**src/rtl/shift_seq_ctrl.sv**
```systemverilog
// Multi-cycle log-barrel shifter: one stage per cycle, SLL/SRA/ROR, start/busy/done handshake.
// A request is accepted from IDLE or DONE; latency is always SHAMT_W cycles of busy, then one done cycle.
module shift_seq_ctrl #(
  parameter int DATA_W  = 16,
  parameter int SHAMT_W = 4
) (
  input  logic               clk,
  input  logic               rst_n,
  input  logic               start,
  input  logic [2:0]         opcode,
  input  logic [DATA_W-1:0]  in,
  input  logic [SHAMT_W-1:0] offset,
  output logic               busy,
  output logic               done,
  output logic               err,
  output logic [DATA_W-1:0]  out
);
  localparam int CNT_W = (SHAMT_W > 1) ? $clog2(SHAMT_W) : 1;

  typedef enum logic [1:0] {IDLE, SHIFT, DONE} state_t;

  localparam logic [2:0] OP_SLL = 3'b000;
  localparam logic [2:0] OP_SRA = 3'b001;
  localparam logic [2:0] OP_ROR = 3'b010;

  state_t             state_q, state_d;
  logic [DATA_W-1:0]  data_q,  data_d;
  logic [SHAMT_W-1:0] off_q,   off_d;
  logic [2:0]         op_q,    op_d;
  logic [CNT_W-1:0]   cnt_q,   cnt_d;
  logic [DATA_W-1:0]  out_q,   out_d;

  logic                accept;
  logic                last_stage;
  logic [SHAMT_W-1:0]  amt;
  logic [2*DATA_W-1:0] dbl;
  logic [DATA_W-1:0]   stage_val;

  assign accept     = start && (state_q != SHIFT);
  assign last_stage = (cnt_q == CNT_W'(SHAMT_W - 1));

  // Single narrow stage: shift by 2^cnt when the matching offset bit is set.
  always_comb begin
    amt       = SHAMT_W'(1) << cnt_q;
    dbl       = {data_q, data_q} >> amt;
    stage_val = data_q;
    if (off_q[cnt_q]) begin
      case (op_q)
        OP_SLL:  stage_val = data_q << amt;
        OP_SRA:  stage_val = $unsigned($signed(data_q) >>> amt);
        OP_ROR:  stage_val = dbl[DATA_W-1:0];
        default: stage_val = data_q;
      endcase
    end
  end

  always_ff @(posedge clk or negedge rst_n) begin
    if (!rst_n) begin
      state_q <= IDLE;
      data_q  <= '0;
      off_q   <= '0;
      op_q    <= '0;
      cnt_q   <= '0;
      out_q   <= '0;
    end else begin
      state_q <= state_d;
      data_q  <= data_d;
      off_q   <= off_d;
      op_q    <= op_d;
      cnt_q   <= cnt_d;
      out_q   <= out_d;
    end
  end

  always_comb begin
    state_d = state_q;
    case (state_q)
      IDLE:    if (accept) state_d = SHIFT;
      SHIFT:   if (last_stage) state_d = DONE;
      DONE:    state_d = accept ? SHIFT : IDLE;
      default: state_d = IDLE;
    endcase
  end

  always_comb begin
    data_d = data_q;
    off_d  = off_q;
    op_d   = op_q;
    cnt_d  = cnt_q;
    out_d  = out_q;
    if (accept) begin
      data_d = in;
      off_d  = offset;
      op_d   = opcode;
      cnt_d  = '0;
    end else if (state_q == SHIFT) begin
      data_d = stage_val;
      cnt_d  = cnt_q + CNT_W'(1);
      if (last_stage) out_d = stage_val;
    end
  end

  always_comb begin
    busy = (state_q == SHIFT);
    done = (state_q == DONE);
    err  = (state_q == DONE) && (op_q > OP_ROR);
    out  = out_q;
  end
endmodule

```
**config.mk**
```make
export PLATFORM = sky130hd
export DESIGN_NAME = shift_seq_ctrl
export DESIGN_NICKNAME = d
export VERILOG_FILES = /design/src/rtl/shift_seq_ctrl.sv
export SDC_FILE = /design/constraint.sdc
export NUM_CORES = 1
export LEC_CHECK = 0
export ABC_AREA = 0
export CORE_MARGIN = 2
export CORE_UTILIZATION = 35
export DETAILED_ROUTE_END_ITERATION = 10
export GPL_TIMING_DRIVEN = 0
export SYNTH_ARGS = -nofsm -noshare
export SYNTH_HDL_FRONTEND = slang
export SYNTH_SLANG_ARGS = --single-unit
```
**constraint.sdc**
```tcl
create_clock -name clk -period 3.33 [get_ports clk]
set_input_delay 0.666 -clock clk [delete_from_list [all_inputs] [get_ports clk]]
set_output_delay 0.666 -clock clk [all_outputs]
set_load 0.02 [all_outputs]
```
=== Word-level counts from Yosys, hierarchy flattened ===
Index checks and enable logic that the tools add are counted.

* Output and inout port bits: 19
* Bits of input ports: 26
* Word-level logic and storage cells: 41
* Bits in registers: 43

* Eq/ne operators: 8
* Bitwise gates (word level): 1
* Magnitude comparators: 2
* $add $sub $neg: 1
* Reduce and logical (&&, ||, !) cells: 7
* Shift operators: 4
* Multiplexer cells: 12

{| class="wikitable"
|+ Operators by type and width
! operator !! count
|-
| $mux 16 || 3
|-
| $pmux 16 s3 || 1
|-
| $shr 32x4->16 || 1
|-
| $shl 16x4->16 || 1
|-
| $sshr 16x4->16 || 1
|-
| $mux 2 || 4
|-
| $pmux 2 s3 || 1
|-
| $eq 2x2->1 const B || 2
|-
| $ne 2x1->1 const B || 2
|-
| $shl 1x2->4 const A || 1
|-
| $eq 3x1->1 const B || 1
|-
| $eq 3x2->1 const B || 1
|-
| $gt 3x2->1 const B || 1
|-
| $logic_not 3->1 || 1
|-
| $lt 2x3->1 const B || 1
|-
| $reduce_and 3->1 || 1
|-
| $add 2x1->2 const B || 1
|-
| $bmux 1 s2 || 1
|-
| $eq 2x1->1 const B || 1
|-
| $logic_and 1x1->1 || 2
|-
| $logic_not 2->1 || 1
|-
| $mux 1 || 2
|-
| $ne 2x2->1 const B || 1
|-
| $reduce_and 2->1 || 1
|-
| 2 further kinds || 2
|}

=== Longest topological paths before layout ===
* Word-level depth: 6
* Mapped depth: 11

=== Worst setup path after synthesis ===
OpenSTA, ideal clock, no wires.

* Path kind: register -> register
* Start: register cnt_q[1]
* End: register data_q[11]
* Setup slack: 882 ps
* Arrival: 2,300 ps
* Setup time: 147 ps
* Path buffers: 1
* Stages on the path, launching flop included: 10
* Cells stage by stage: dfrtp_1 > inv_1 > ha_1 > buf_6 > mux2_1 > mux4_2 > nand2_1 > a31oi_1 > a2111oi_2 > a21oi_1

* Word-level cells in the longest chain between the ends: 6
* Elaborated cells on any way between the ends: 10
* Those cells by class: 4 x shift; 6 x mux

{| class="wikitable"
|+ RTL lines
! item !! line !! source
|-
| start: declaration || 30 || <nowiki>logic [CNT_W-1:0] cnt_q, cnt_d;</nowiki>
|-
| start signal: assignment || 70 || <nowiki>cnt_q <= cnt_d;</nowiki>
|-
| $shl 1x2->4 || 44 || <nowiki>amt = SHAMT_W'(1) << cnt_q;</nowiki>
|-
| $shr 32x4->16, or another cell as far along || 45 || <nowiki>dbl = {data_q, data_q} >> amt;</nowiki>
|-
| $pmux 16 s3 || 48 || <nowiki>case (op_q)</nowiki>
|-
| $mux 16 * || 47 || <nowiki>if (off_q[cnt_q]) begin</nowiki>
|-
| $mux 16 * || 96 || <nowiki>end else if (state_q == SHIFT) begin</nowiki>
|-
| $mux 16 * || 91 || <nowiki>if (accept) begin</nowiki>
|-
| end signal: assignment || 67 || <nowiki>data_q <= data_d;</nowiki>
|-
| end: declaration || 27 || <nowiki>logic [DATA_W-1:0] data_q, data_d;</nowiki>
|}

Every way passes the cells marked *; elsewhere a longest branch is shown, timed or not. The select of a mux whose other input is x is not followed.
A chain may end at the register's enable or synchronous reset.

=== Worst setup path after layout ===
* Start: register cnt_q[1]
* End: register data_q[1]

The elaborated chain is that of the path after synthesis.

==> summary.txt <==
status -> finished clean
maximum operating frequency -> 315.7 MHz
CP Capture Type -> flop
worst path bufs/invs -> 2
grt ovf -> 0
CTS buffer count -> 5
clk buf depth -> 2
row count -> 38
Yosys cell types -> 55
top_reg_cell synth -> dfrtp_1
Placed Cells -> 674
Critical Path RT -> 3500 ps
Post-Syn Nets -> 520
asr flop ratio synth -> 100.0%
die area -> 12180 um^2
CP startpoint kind -> flop
Mapped Area -> 3959 um^2
setup repair after global routing missed its margin -> false
root cell of the clock tree -> clkbuf_16
max_cap viols -> 0
CP Cell Sequence -> inv_1 > ha_1 > buf_4 > mux2_2 > a22oi_1 > o221ai_1 > a211oi_1 > nor3_1 > a221o_1
clock transition at the registers of the reported paths -> 70 ps
setup violators final -> 0
dpl hpwl -> 12.65 mm
Antenna Nets Post-Route -> 0
H-tree levels -> 2
Worst Hold Class -> in -> async
Hold Fails Final Rpt -> 0
nets@finish -> 572
Slew HR -> 6.755%
post-CTS setup buffer count -> 0
min Tclk post-route -> 3167 ps
area leader, netlist -> dfrtp_1
period utilisation layout -> 95.12%
core area -> 10940 um^2
Synth top area share -> 27.18%
R2R Path Start -> cnt_q[1]$_DFFE_PN0P_
Yosys reg bits -> 43
Detailed Routing Iterations Pass 1 -> 5
Sink Count -> 43
TritonCTS clock tree -> yes
routability cong. -> 1.016
DRC Markers -> 0
Critical Path Slowest Stage Cell -> a211oi_1
Yosys warnings -> 0
Mapped Cells -> 489
r2r endpoint -> data_q[1]$_DFFE_PN0P_
R2R Setup Slk -> 160 ps
Worst EP arrival -> 3340 ps
number of synthesized flops with an enable pin -> 0
I/O Pins -> 45
fin util -> 43.59%
Detailed Route WL -> 16.35 mm
chip width -> 110.4 um
largest net degree at the start of global routing -> 24
Vias/cell -> 6.280
CP Max Fanout -> 10
layout cell share with drive strength beyond 1 -> 10.89%
Area Growth Syn to Fin -> 20.42%
starting density of the core -> 36.20%
setup tns final -> 0 ps
I/O Buffers -> 44
Least-Margin Pin Slew -> 1386 ps
Worst-Skew Late Latency -> 290 ps
antenna violations before repair -> 0
Iteration-0 DRC Markers -> 466
final max-slew violation count -> 0
Synth area leaders -> dfrtp_1 27%, mux2i_1 8.3%, mux4_2 6.3%
Die Span Y -> 110.4 um
post-synthesis sequential area ratio -> 27.18%
Slowest Stage Delay on Critical Path -> 490 ps
first-pass GRT wire length -> 25.25 mm
r2r worst-path depth -> 9
Post-Syn Area per Cell -> 8.096 um^2
Wirelength per Cell -> 23.97 um
CP top delay family -> compound AO/OA/AOI/OAI gates
non-filler cells, final -> 682
vias in the first global route -> 4214
Antenna Cells -> 0
Vias -> 4283
critical path class -> reg -> reg
Worst Skew -> 9.170 ps
gr usage total -> 28.24%
fillers -> 1137
routing by layer:
metal,vias to the layer above,GRT usage [%],part of all wire (%)
met5,-,0,0
met4,0,10.63,3.7
met3,52,5.820,7.9
met2,244,44.48,46
met1,2079,38.18,42
li1,1908,-,-
through the flow:
stage	instance area (um^2)	hold WS [ps]	worst slack [ps]
5_1_grt	4767	375.9	3.713
6_report	4767	340.1	162.6
2_1_floorplan	3959	370.4	882.3
3_5_place_dp	4597	462.3	257.4
4_1_cts	4766	352.9	237.0
3_3_place_gp	4574	459.9	170.9
area by class of cell:
type	instances	area [um^2]	area share [%]
Multi-Input combinational cell	387	2629	55.14
Buffer	49	217.7	4.567
Sequential cell	43	1076	22.57
Clock inverter	3	43.79	0.9186
Inverter	10	37.54	0.7874
Clock buffer	5	125.1	2.625
Tap cell	140	175.2	3.675
Timing Repair Buffer	45	462.9	9.711
kinds of logic (layout without fill, tap and decap cells):
logic type | after synthesis | count (layout) | synth area share [%]
flip-flops | 43 | 43 | 27.18
AND/OR/NAND/NOR | 164 | 164 | 19.31
adder cells (fa/ha/maj) | 5 | 5 | 1.580
buffers and inverters | 59 | 112 | 6.416
multiplexers | 62 | 62 | 19.82
AO/OA/AOI/OAI | 156 | 156 | 25.70
Yosys cell counts, types with 7 or more instances:
master	number
nand2_1	58
nand2b_1	17
o21ai_0	28
mux2i_1	33
dfrtp_1	43
o211ai_1	7
a22oi_1	7
inv_1	10
nor2_1	41
nor2b_1	8
a21oi_1	40
nor3_1	9
mux2_2	15
nand3_1	11
clkbuf_1	33
buf_2	8
o22ai_1	23
mux4_2	11
repair_timing:
action	in CTS	in global routing
gates resized for setup	0	2
hold endpoints to repair	0	0
setup endpoints to repair	0	1
hold buffers	0	0
worst max-delay path by stage:
stage,start,endpoint,slack (ps),depth (start not counted)
5_1_grt,cnt_q[1]$_DFFE_PN0P_,data_q[13]$_DFFE_PN0P_,4,10
3_3_place_gp,cnt_q[0]$_DFFE_PN0P_,out[8]$_DFFE_PN0P_,170,10
4_1_cts,cnt_q[0]$_DFFE_PN0P_,out[8]$_DFFE_PN0P_,240,10
2_1_floorplan,cnt_q[1]$_DFFE_PN0P_,data_q[11]$_DFFE_PN0P_,880,9
3_5_place_dp,cnt_q[0]$_DFFE_PN0P_,out[8]$_DFFE_PN0P_,260,10
6_report,cnt_q[1]$_DFFE_PN0P_,data_q[1]$_DFFE_PN0P_,160,9
cells in the final DEF (no fill, tap or decap), types with 11 or more instances in the layout:
cell             netlist  routed
a21oi_1               40      40
clkbuf_1              33      32
clkdlybuf4s50_1        0      43
dfrtp_1               43      43
mux2_2                15      15
mux2i_1               33      33
mux4_2                11      11
nand2_1               58      58
nand2b_1              17      17
nand3_1               11      11
nor2_1                41      41
o21ai_0               28      28
o22ai_1               23      23
registers in the layout (all words and copies together), names as in the netlist:
signal and count:
cnt_q 2, data_q 16, off_q 4, op_q 3, out 16, state_q 2
Power is left out: the tool's default activity adds up to more than one toggle a clock period on the data nets, which glitch-free logic cannot reach.
